### src/rtl/cmp_share_arbiter_if.sv
// cmp_share_arbiter_if: client-side request bus and tagged result bus of the shared comparator
interface cmp_share_arbiter_if #(
    parameter int NREQ = 4,
    parameter int W    = 4,
    parameter int IDW  = 2
);
    logic [NREQ-1:0]   req;
    logic [NREQ*W-1:0] a_in;
    logic [NREQ*W-1:0] b_in;
    logic [NREQ-1:0]   sgn_in;
    logic [NREQ-1:0]   ack;
    logic              busy;
    logic              res_valid;
    logic [IDW-1:0]    res_id;
    logic              res_v;
    logic              res_n;
    logic              res_z;
    logic              res_c;
    logic              res_lt;
    logic              res_eq;
    logic              res_gt;

    modport master (
        output req, a_in, b_in, sgn_in,
        input  ack, busy, res_valid, res_id, res_v, res_n, res_z, res_c, res_lt, res_eq, res_gt
    );

    modport slave (
        input  req, a_in, b_in, sgn_in,
        output ack, busy, res_valid, res_id, res_v, res_n, res_z, res_c, res_lt, res_eq, res_gt
    );
endinterface

### src/rtl/cmp_share_arbiter.sv
// cmp_share_arbiter: round-robin sharing of one ripple-carry subtract comparator, 2-stage pipeline
module cmp_share_arbiter #(
    parameter int NREQ = 4,
    parameter int W    = 4,
    parameter int IDW  = 2
) (
    input logic clk,
    input logic rst,
    cmp_share_arbiter_if.slave bus
);
    logic [IDW-1:0] rr;
    logic [IDW-1:0] win;
    logic [IDW-1:0] idx;
    logic [IDW-1:0] id1;
    logic           found;
    logic           v1;
    logic           sg1;
    logic [W-1:0]   a1;
    logic [W-1:0]   b1;
    logic [W-1:0]   s;
    logic [W:0]     cy;
    logic           ovf;
    logic           lt;

    // search requests starting at the round-robin pointer, wrapping past NREQ-1
    always_comb begin
        found = 1'b0;
        win = rr;
        idx = '0;
        for (int k = 0; k < NREQ; k++) begin
            idx = IDW'((int'(rr) + k) % NREQ);
            if (!found && bus.req[idx]) begin
                found = 1'b1;
                win = idx;
            end
        end
    end

    assign bus.ack  = (found && !rst) ? ({{(NREQ-1){1'b0}}, 1'b1} << win) : '0;
    assign bus.busy = v1 | bus.res_valid;

    // ripple-carry A + ~B + 1 on the stage-1 operands, keeping every carry
    always_comb begin
        cy = {{W{1'b0}}, 1'b1};
        s = '0;
        for (int i = 0; i < W; i++) begin
            s[i] = a1[i] ^ ~b1[i] ^ cy[i];
            cy[i+1] = (a1[i] & ~b1[i]) | (cy[i] & (a1[i] ^ ~b1[i]));
        end
    end

    assign ovf = cy[W] ^ cy[W-1];
    assign lt  = sg1 ? (s[W-1] ^ ovf) : ~cy[W];

    // advance the pointer past the winner; hold it when nobody is granted
    always_ff @(posedge clk or posedge rst) begin
        if (rst)
            rr <= '0;
        else if (found)
            rr <= (int'(win) == NREQ - 1) ? '0 : win + 1'b1;
    end

    // stage 1: capture the granted requester's operands, mode and id
    always_ff @(posedge clk or posedge rst) begin
        if (rst) begin
            v1  <= 1'b0;
            id1 <= '0;
            a1  <= '0;
            b1  <= '0;
            sg1 <= 1'b0;
        end else begin
            v1 <= found;
            if (found) begin
                id1 <= win;
                a1  <= bus.a_in[win*W +: W];
                b1  <= bus.b_in[win*W +: W];
                sg1 <= bus.sgn_in[win];
            end
        end
    end

    // stage 2: register the flags and decoded relation; flags hold between strobes
    always_ff @(posedge clk or posedge rst) begin
        if (rst) begin
            bus.res_valid <= 1'b0;
            bus.res_id    <= '0;
            bus.res_v     <= 1'b0;
            bus.res_n     <= 1'b0;
            bus.res_z     <= 1'b0;
            bus.res_c     <= 1'b0;
            bus.res_lt    <= 1'b0;
            bus.res_eq    <= 1'b0;
            bus.res_gt    <= 1'b0;
        end else begin
            bus.res_valid <= v1;
            if (v1) begin
                bus.res_id <= id1;
                bus.res_v  <= ovf;
                bus.res_n  <= s[W-1];
                bus.res_z  <= ~|s;
                bus.res_c  <= cy[W];
                bus.res_lt <= lt;
                bus.res_eq <= ~|s;
                bus.res_gt <= ~lt & (|s);
            end
        end
    end
endmodule

### src/flat_wrapper.sv
// flat-port wrapper written by rule: the top's interface ports become plain ports
module cmp_share_arbiter_flat 
#(
    parameter int NREQ = 4,
    parameter int W    = 4,
    parameter int IDW  = 2
)
  (clk, rst, bus_req, bus_a_in, bus_b_in, bus_sgn_in, bus_ack, bus_busy, bus_res_valid, bus_res_id, bus_res_v, bus_res_n, bus_res_z, bus_res_c, bus_res_lt, bus_res_eq, bus_res_gt);
  cmp_share_arbiter_if #(.NREQ(NREQ), .W(W), .IDW(IDW)) bus_i ();
  input logic clk;
  input logic rst;
  input wire logic [$bits(bus_i.req)-1:0] bus_req;
  input wire logic [$bits(bus_i.a_in)-1:0] bus_a_in;
  input wire logic [$bits(bus_i.b_in)-1:0] bus_b_in;
  input wire logic [$bits(bus_i.sgn_in)-1:0] bus_sgn_in;
  output wire logic [$bits(bus_i.ack)-1:0] bus_ack;
  output wire logic [$bits(bus_i.busy)-1:0] bus_busy;
  output wire logic [$bits(bus_i.res_valid)-1:0] bus_res_valid;
  output wire logic [$bits(bus_i.res_id)-1:0] bus_res_id;
  output wire logic [$bits(bus_i.res_v)-1:0] bus_res_v;
  output wire logic [$bits(bus_i.res_n)-1:0] bus_res_n;
  output wire logic [$bits(bus_i.res_z)-1:0] bus_res_z;
  output wire logic [$bits(bus_i.res_c)-1:0] bus_res_c;
  output wire logic [$bits(bus_i.res_lt)-1:0] bus_res_lt;
  output wire logic [$bits(bus_i.res_eq)-1:0] bus_res_eq;
  output wire logic [$bits(bus_i.res_gt)-1:0] bus_res_gt;
  assign bus_i.req = bus_req;
  assign bus_i.a_in = bus_a_in;
  assign bus_i.b_in = bus_b_in;
  assign bus_i.sgn_in = bus_sgn_in;
  assign bus_ack = bus_i.ack;
  assign bus_busy = bus_i.busy;
  assign bus_res_valid = bus_i.res_valid;
  assign bus_res_id = bus_i.res_id;
  assign bus_res_v = bus_i.res_v;
  assign bus_res_n = bus_i.res_n;
  assign bus_res_z = bus_i.res_z;
  assign bus_res_c = bus_i.res_c;
  assign bus_res_lt = bus_i.res_lt;
  assign bus_res_eq = bus_i.res_eq;
  assign bus_res_gt = bus_i.res_gt;
  cmp_share_arbiter #(.NREQ(NREQ), .W(W), .IDW(IDW)) u_core (.clk(clk), .rst(rst), .bus(bus_i));
endmodule
### config.mk
export PLATFORM = sky130hd
export DESIGN_NAME = cmp_share_arbiter_flat
export DESIGN_NICKNAME = d
export VERILOG_FILES = /design/src/rtl/cmp_share_arbiter_if.sv /design/src/rtl/cmp_share_arbiter.sv /design/src/flat_wrapper.sv
export SDC_FILE = /design/constraint.sdc
export NUM_CORES = 1
export LEC_CHECK = 0
export BUFFER_PORTS_ARGS = -buffer_cell sky130_fd_sc_hd__buf_2
export CAP_MARGIN = 30
export CORE_AREA = 5 5 62 64
export DETAILED_ROUTE_END_ITERATION = 7
export DIE_AREA = 0 0 67 69
export PLACE_DENSITY = 0.89
export SYNTH_ARGS = -nofsm -noshare
export SYNTH_HDL_FRONTEND = slang
export SYNTH_SLANG_ARGS = --single-unit
### constraint.sdc
create_clock -name clk -period 2.9 [get_ports clk]
set_input_delay 0.29 -clock clk [delete_from_list [all_inputs] [get_ports clk]]
set_output_delay 0.29 -clock clk [all_outputs]
set_load 0.005 [all_outputs]
Word-level counts from Yosys, hierarchy flattened
Index checks and enable logic that the tools add are counted.
- logic and storage cells: 86
- input bits: 42
- output and inout bits: 15
- register bits after elaboration: 23
- multiplexer cells: 20
- bitwise logic cells: 29
- shifts and indexed selects: 3
- reductions and logical operators: 10
- magnitude comparators: 5
- eq/ne operators: 1
- add/subtract/negate cells: 4
- operator list (operator ; count):
    variable part select 16 x 5 -> 4 bit ; 2
    less-than comparator 2 x 3 -> 1 bit (second input constant) ; 5
    binary-select mux 1 bit (select 2 bit) ; 5
    two-way mux 1 bit ; 10
    bitwise XOR 1 bit ; 9
    AND 1 bit ; 8
    two-way mux 2 bit ; 4
    inverter 1 bit ; 7
    zero test 1 bit ; 5
    bitwise OR 1 bit ; 5
    adder 2 x 1 -> 2 bit (second input constant) ; 2
    adder 2 bit (second input constant) ; 2
    logical AND 1 bit ; 4
    two-way mux 4 bit ; 1
    OR reduction 4 bit ; 1
    << shifter 1 x 2 -> 4 bit (first input constant) ; 1
    == test 2 x 1 -> 1 bit (second input constant) ; 1

Depth between registers and ports, before layout
- depth after elaboration: 14
- gate-level depth with buffers: 10
- gate-level depth less buffers: 10

Least setup slack after synthesis
No wires, ideal clock.
- kind: register -> register
- start: register u_core.b1[0]
- end: register u_core.bus.res_z
- arrival: 2261 ps
- clock period less this slack: 2386 ps
- data required time: 2775 ps
- setup time: 125 ps
- path slack: 514 ps
- buffers on the path: 0
- stages on the path, launching flop included: 9
- cell sequence: dfrtp_1 > ha_1 > inv_1 > fa_1 > inv_1 > fa_1 > fa_1 > and4b_1 > mux2_2
- cells in the longest elaborated chain, start to end: 10
- elaborated cells between the ends (all ways): 14
- classes of those cells: bitwise (12); reduce/logical (2)
- ends and longest elaborated chain (item ; RTL line ; source):
    start, declared ; cmp_share_arbiter.sv:19 ; logic [W-1:0] b1;
    start signal, assigned ; cmp_share_arbiter.sv:76 ; b1 <= bus.b_in[win*W +: W];
    inverter 1 bit * ; cmp_share_arbiter.sv:47, cmp_share_arbiter.sv:48 ;
    AND 1 bit / bitwise XOR 1 bit (equally long branches) ; cmp_share_arbiter.sv:48, cmp_share_arbiter.sv:47 ;
    bitwise OR 1 bit ; cmp_share_arbiter.sv:48 ; cy[i+1] = (a1[i] & ~b1[i]) | (cy[i] & (a1[i] ^ ~b1[i]));
    AND 1 bit ; cmp_share_arbiter.sv:48 ;
    bitwise OR 1 bit ; cmp_share_arbiter.sv:48 ;
    AND 1 bit ; cmp_share_arbiter.sv:48 ;
    bitwise OR 1 bit ; cmp_share_arbiter.sv:48 ;
    bitwise XOR 1 bit ; cmp_share_arbiter.sv:47 ; s[i] = a1[i] ^ ~b1[i] ^ cy[i];
    OR reduction 4 bit * ; cmp_share_arbiter.sv:100 ; bus.res_z <= ~|s;
    zero test 1 bit * ; cmp_share_arbiter.sv:100 ;
    end signal, assigned ; cmp_share_arbiter.sv:100 ;
    end, declared ; cmp_share_arbiter_if.sv:30 ; output ack, busy, res_valid, res_id, res_v, res_n, res_z, res_c, res_lt, res_eq, res_gt
Every way passes the cells marked *; elsewhere a longest branch is shown, timed or not.
A chain may end at the register's enable or synchronous reset.

Worst setup path after layout
- start: register u_core.rr[0]
- end: output port bus_ack[2]
- cells in the longest elaborated chain, start to end: 14
- elaborated cells between the ends (all ways): 27
- classes of those cells: add/sub (3); shift (1); mux (16); reduce/logical (7)
- ends and longest elaborated chain (item ; RTL line ; source):
    start, declared ; cmp_share_arbiter.sv:11 ; logic [IDW-1:0] rr;
    start signal, assigned ; cmp_share_arbiter.sv:60 ; rr <= (int'(win) == NREQ - 1) ? '0 : win + 1'b1;
    branches (longest 11 deep; another with adder 2 x 1 -> 2 bit) ; - ;
    two-way mux 2 bit * ; cmp_share_arbiter.sv:32 ; if (!found && bus.req[idx]) begin
    via u_core.win[0] ; cmp_share_arbiter.sv:12 ; logic [IDW-1:0] win;
    << shifter 1 x 2 -> 4 bit * ; cmp_share_arbiter.sv:39 ; assign bus.ack = (found && !rst) ? ({{(NREQ-1){1'b0}}, 1'b1} << win) : '0;
    two-way mux 4 bit * ; cmp_share_arbiter.sv:39 ;
    end, declared ; flat_wrapper.sv:16 ; output wire logic [$bits(bus_i.ack)-1:0] bus_ack;
Mark *: on every way through the listed nets, which the timed path passes. The select of a mux whose other input is x is not followed.

==> results by group <==
Timing
  • Achievable frequency: 388 MHz
  • Max-slew headroom: 43.5%
  • Setup ws final: 0.322 ns
  • Layout Skew: 0.00763 ns
  • Max-slew violations: 0
  • Final setup violation count: 0
  • Final Hold Vio Count: 0
  • Unrepaired setup endpoints after global routing: false
  • Final critical-path share of the clock period: 88.9%
  • Worst-Margin Slew: 0.847 ns
  • Setup TNS: 0 ns
  • Crit path time final: 2.58 ns

Detailed routing
  • Initial DRC count: 40
  • Final ANT Viol Nets: 0
  • Vias: 1,246
  • WL/cell: ~13 microns
  • # DRC: 0
  • Routed WL: 3270 microns
  • Vias per inst: 5.09
  • TritonRoute pass-1 iters: 4

Worst setup path
  • Critical path required time: 2.61 ns
  • R2R setup slack: 0.38 ns
  • Crit path launch type: flip-flop
  • Critical Path Sink Type: primary output
  • Crit Path Max Fanout: 21
  • CP Data Arrival Time: 2.29 ns
  • Worst setup path class: reg2out

Logic synthesis
  • Syn avg cell area: about 10 sq um
  • Syn nets: slightly below 200
  • Sequential fraction of the synthesis area: 38.3%
  • Mapped Cells: between 100 and 150
  • Register bit count reported by yosys: 23
  • Mapped cell area: 0.00150 sq mm
  • Post-synth EDFFs: 0
  • Yosys cell types: 39
  • Ys async rst share: between 90% and 100%
  • Ys flop type: dfrtp_1
  • Synth warnings: 0

Finish
  • Ratio of cells with drive above 1 in the final layout: 36.2%
  • Net count, final: 251
  • Area growth syn-to-layout: 20.3%
  • Antenna Cells: 0
  • Finished Cell Area: 0.00181 sq mm

Floorplanning
  • Initial Util: 46.5%
  • # IOs: 57
  • Die Y: 69 microns
  • Core Area: around 0.0032 sq mm
  • Cell row count: 21
  • Die W: 67 microns
  • Full die area: 0.00462 sq mm

Global route
  • Largest net degree at the start of global routing: 28
  • Vias in the first global route: 1,232
  • Antenna violations before repair: 0
  • Grt ovf: 0
  • Total track usage: 14.5%
  • First-pass GRT wire length: 5380 microns

Clock network
  • Post-CTS Setup Inserts: 0
  • Hold Buf Count CTS: 0
  • Number of buffers created by CTS: 3
  • Max Root-Sink Buffers: 2
  • Clk Latency, worst-skew pair: ~0.30 ns
  • H-Tree Depth: 1
  • Clock sinks: 23
  • Post-CTS sizing: 0
  • Root Buffer: clkbuf_4
  • Clock transition at path regs: between 0.1 and 0.15 ns
  • CTS tree: done

Placement
  • Placed Area: 0.00178 sq mm
  • Post-DP HPWL: 2590 microns
  • # port buffers: 56
  • Pre-CTS WS: 0.398 ns
  • GP Congestion: 0.800

Pwr
  • Cell Pwr Density: 861 mW/mm^2
  • Leakage power: 0.912 nW
  • Peak supply drop: 0.290 mV
  • Design Power: 1.56 mW

Job
  • Max Cap Viol: 0

Outcome
  • Status: complete, no violations

Min path
  • Worst Hold Class: in2async
-- per-layer routing --
metal	global-route usage (%)	share of wire [%]	up-vias	wire length [microns]
li1	-	-	624	-
met1	20.7	47	575	1550
met2	22.9	46	43	1500
met3	0.974	5.1	4	167
met4	4.73	1.5	0	48
met5	0	0	-	0
-- cell usage after synthesis (2+ instances only) --
cell	n	area share (%)
a221oi_2	2	2.0
a211oi_1	4	2.0
o21ai_0	5	1.7
nand2_1	6	1.5
inv_1	11	2.8
a221oi_1	12	7.0
nor3_1	2	0.67
and3_1	4	1.7
a21oi_1	5	1.7
fa_1	4	5.3
nor2b_1	3	1.3
and2b_1	2	1.0
and2_1	10	4.2
dfrtp_1	23	38
mux2_2	3	2.2
mux2i_1	10	6.7
ha_1	5	4.2
a21o_2	2	1.2
nor2_1	11	2.8
clkbuf_1	3	0.75
-- power breakdown --
part	switching (mW)	leakage, nW	internal, mW	total [mW]
clock	0.0916	0.0150	0.0536	0.145
combinational	0.445	0.634	0.401	0.846
sequential	0.0963	0.263	0.469	0.565
total	0.633	0.912	0.924	1.56
-- registers in the layout, indices dropped and copies added, names as in the netlist --
name	flops
u_core.bus.res_lt	1
u_core.bus.res_v	1
u_core.bus.res_c	1
u_core.rr	2
u_core.id1	2
u_core.bus.res_gt	1
u_core.bus.res_n	1
u_core.bus.res_valid	1
u_core.a1	4
u_core.v1	1
u_core.bus.res_z	1
u_core.bus.res_id	2
u_core.sg1	1
u_core.b1	4
-- worst max-delay path, cell delays in order, from the launching register on --
cell and delay [ns]:
dfrtp_1 0.46, and2b_1 0.21, nor3b_1 0.15, or2_1 0.34
and2_4 0.25, inv_6 0.09, ha_1 0.20, and3_1 0.16
buf_2 0.12
-- per-stage QoR --
step           std cells  util, %  hold slack [ns]
2_1_floorplan        146        -            0.313
3_3_place_gp         241     55.1            0.347
3_5_place_dp         241     55.1            0.345
4_1_cts              245     55.9          0.00664
5_1_grt              245     55.9           0.0129
6_report             245     55.9          0.00603
-- final timing paths --
check                                    from                   end  cells after the start
worst min register to register  u_core.id1[1]         u_core.id1[1]                      2
worst max-delay path             u_core.rr[0]            bus_ack[2]                      8
max in group asynchronous                 rst  u_core.bus.res_id[0]                      3
min in group clk                  bus_a_in[5]          u_core.a1[1]                      3
worst max register to register   u_core.b1[0]     u_core.bus.res_gt                      9
worst min-delay path                      rst          u_core.a1[1]                      3
-- cell type report --
cell class	count	area (sq um)
clock buffers	4	26.3
fillers	315	1430
inverters	12	50.0
multi-input cells	102	802
flip-flops and latches	23	576
well taps	46	57.6
repair buffers	58	295
-- placed cells by master (no fill, tap or decap), types with 5 or more instances in the layout --
cell type | Yosys | layout
o21ai_0 | 5 | 5
ha_1 | 5 | 5
buf_2 | 1 | 56
a21oi_1 | 5 | 5
inv_1 | 11 | 11
nor2_1 | 11 | 11
and2_1 | 10 | 10
dfrtp_1 | 23 | 23
a221oi_1 | 12 | 12
mux2i_1 | 10 | 10
nand2_1 | 6 | 6
-- cells by family after synthesis --
family                     Yosys count  synth area share (%)
and+or+nand+nor                     45                  16.9
AOI/OAI and AO/OA                   34                  17.5
DFF                                 23                  38.3
buffers and inverters               21                  8.25
muxes                               13                  8.92
adders and majority gates            9                  9.50
xor gates and xnor gates             1                 0.583
Note: power is estimated with default switching activity, not from simulation.
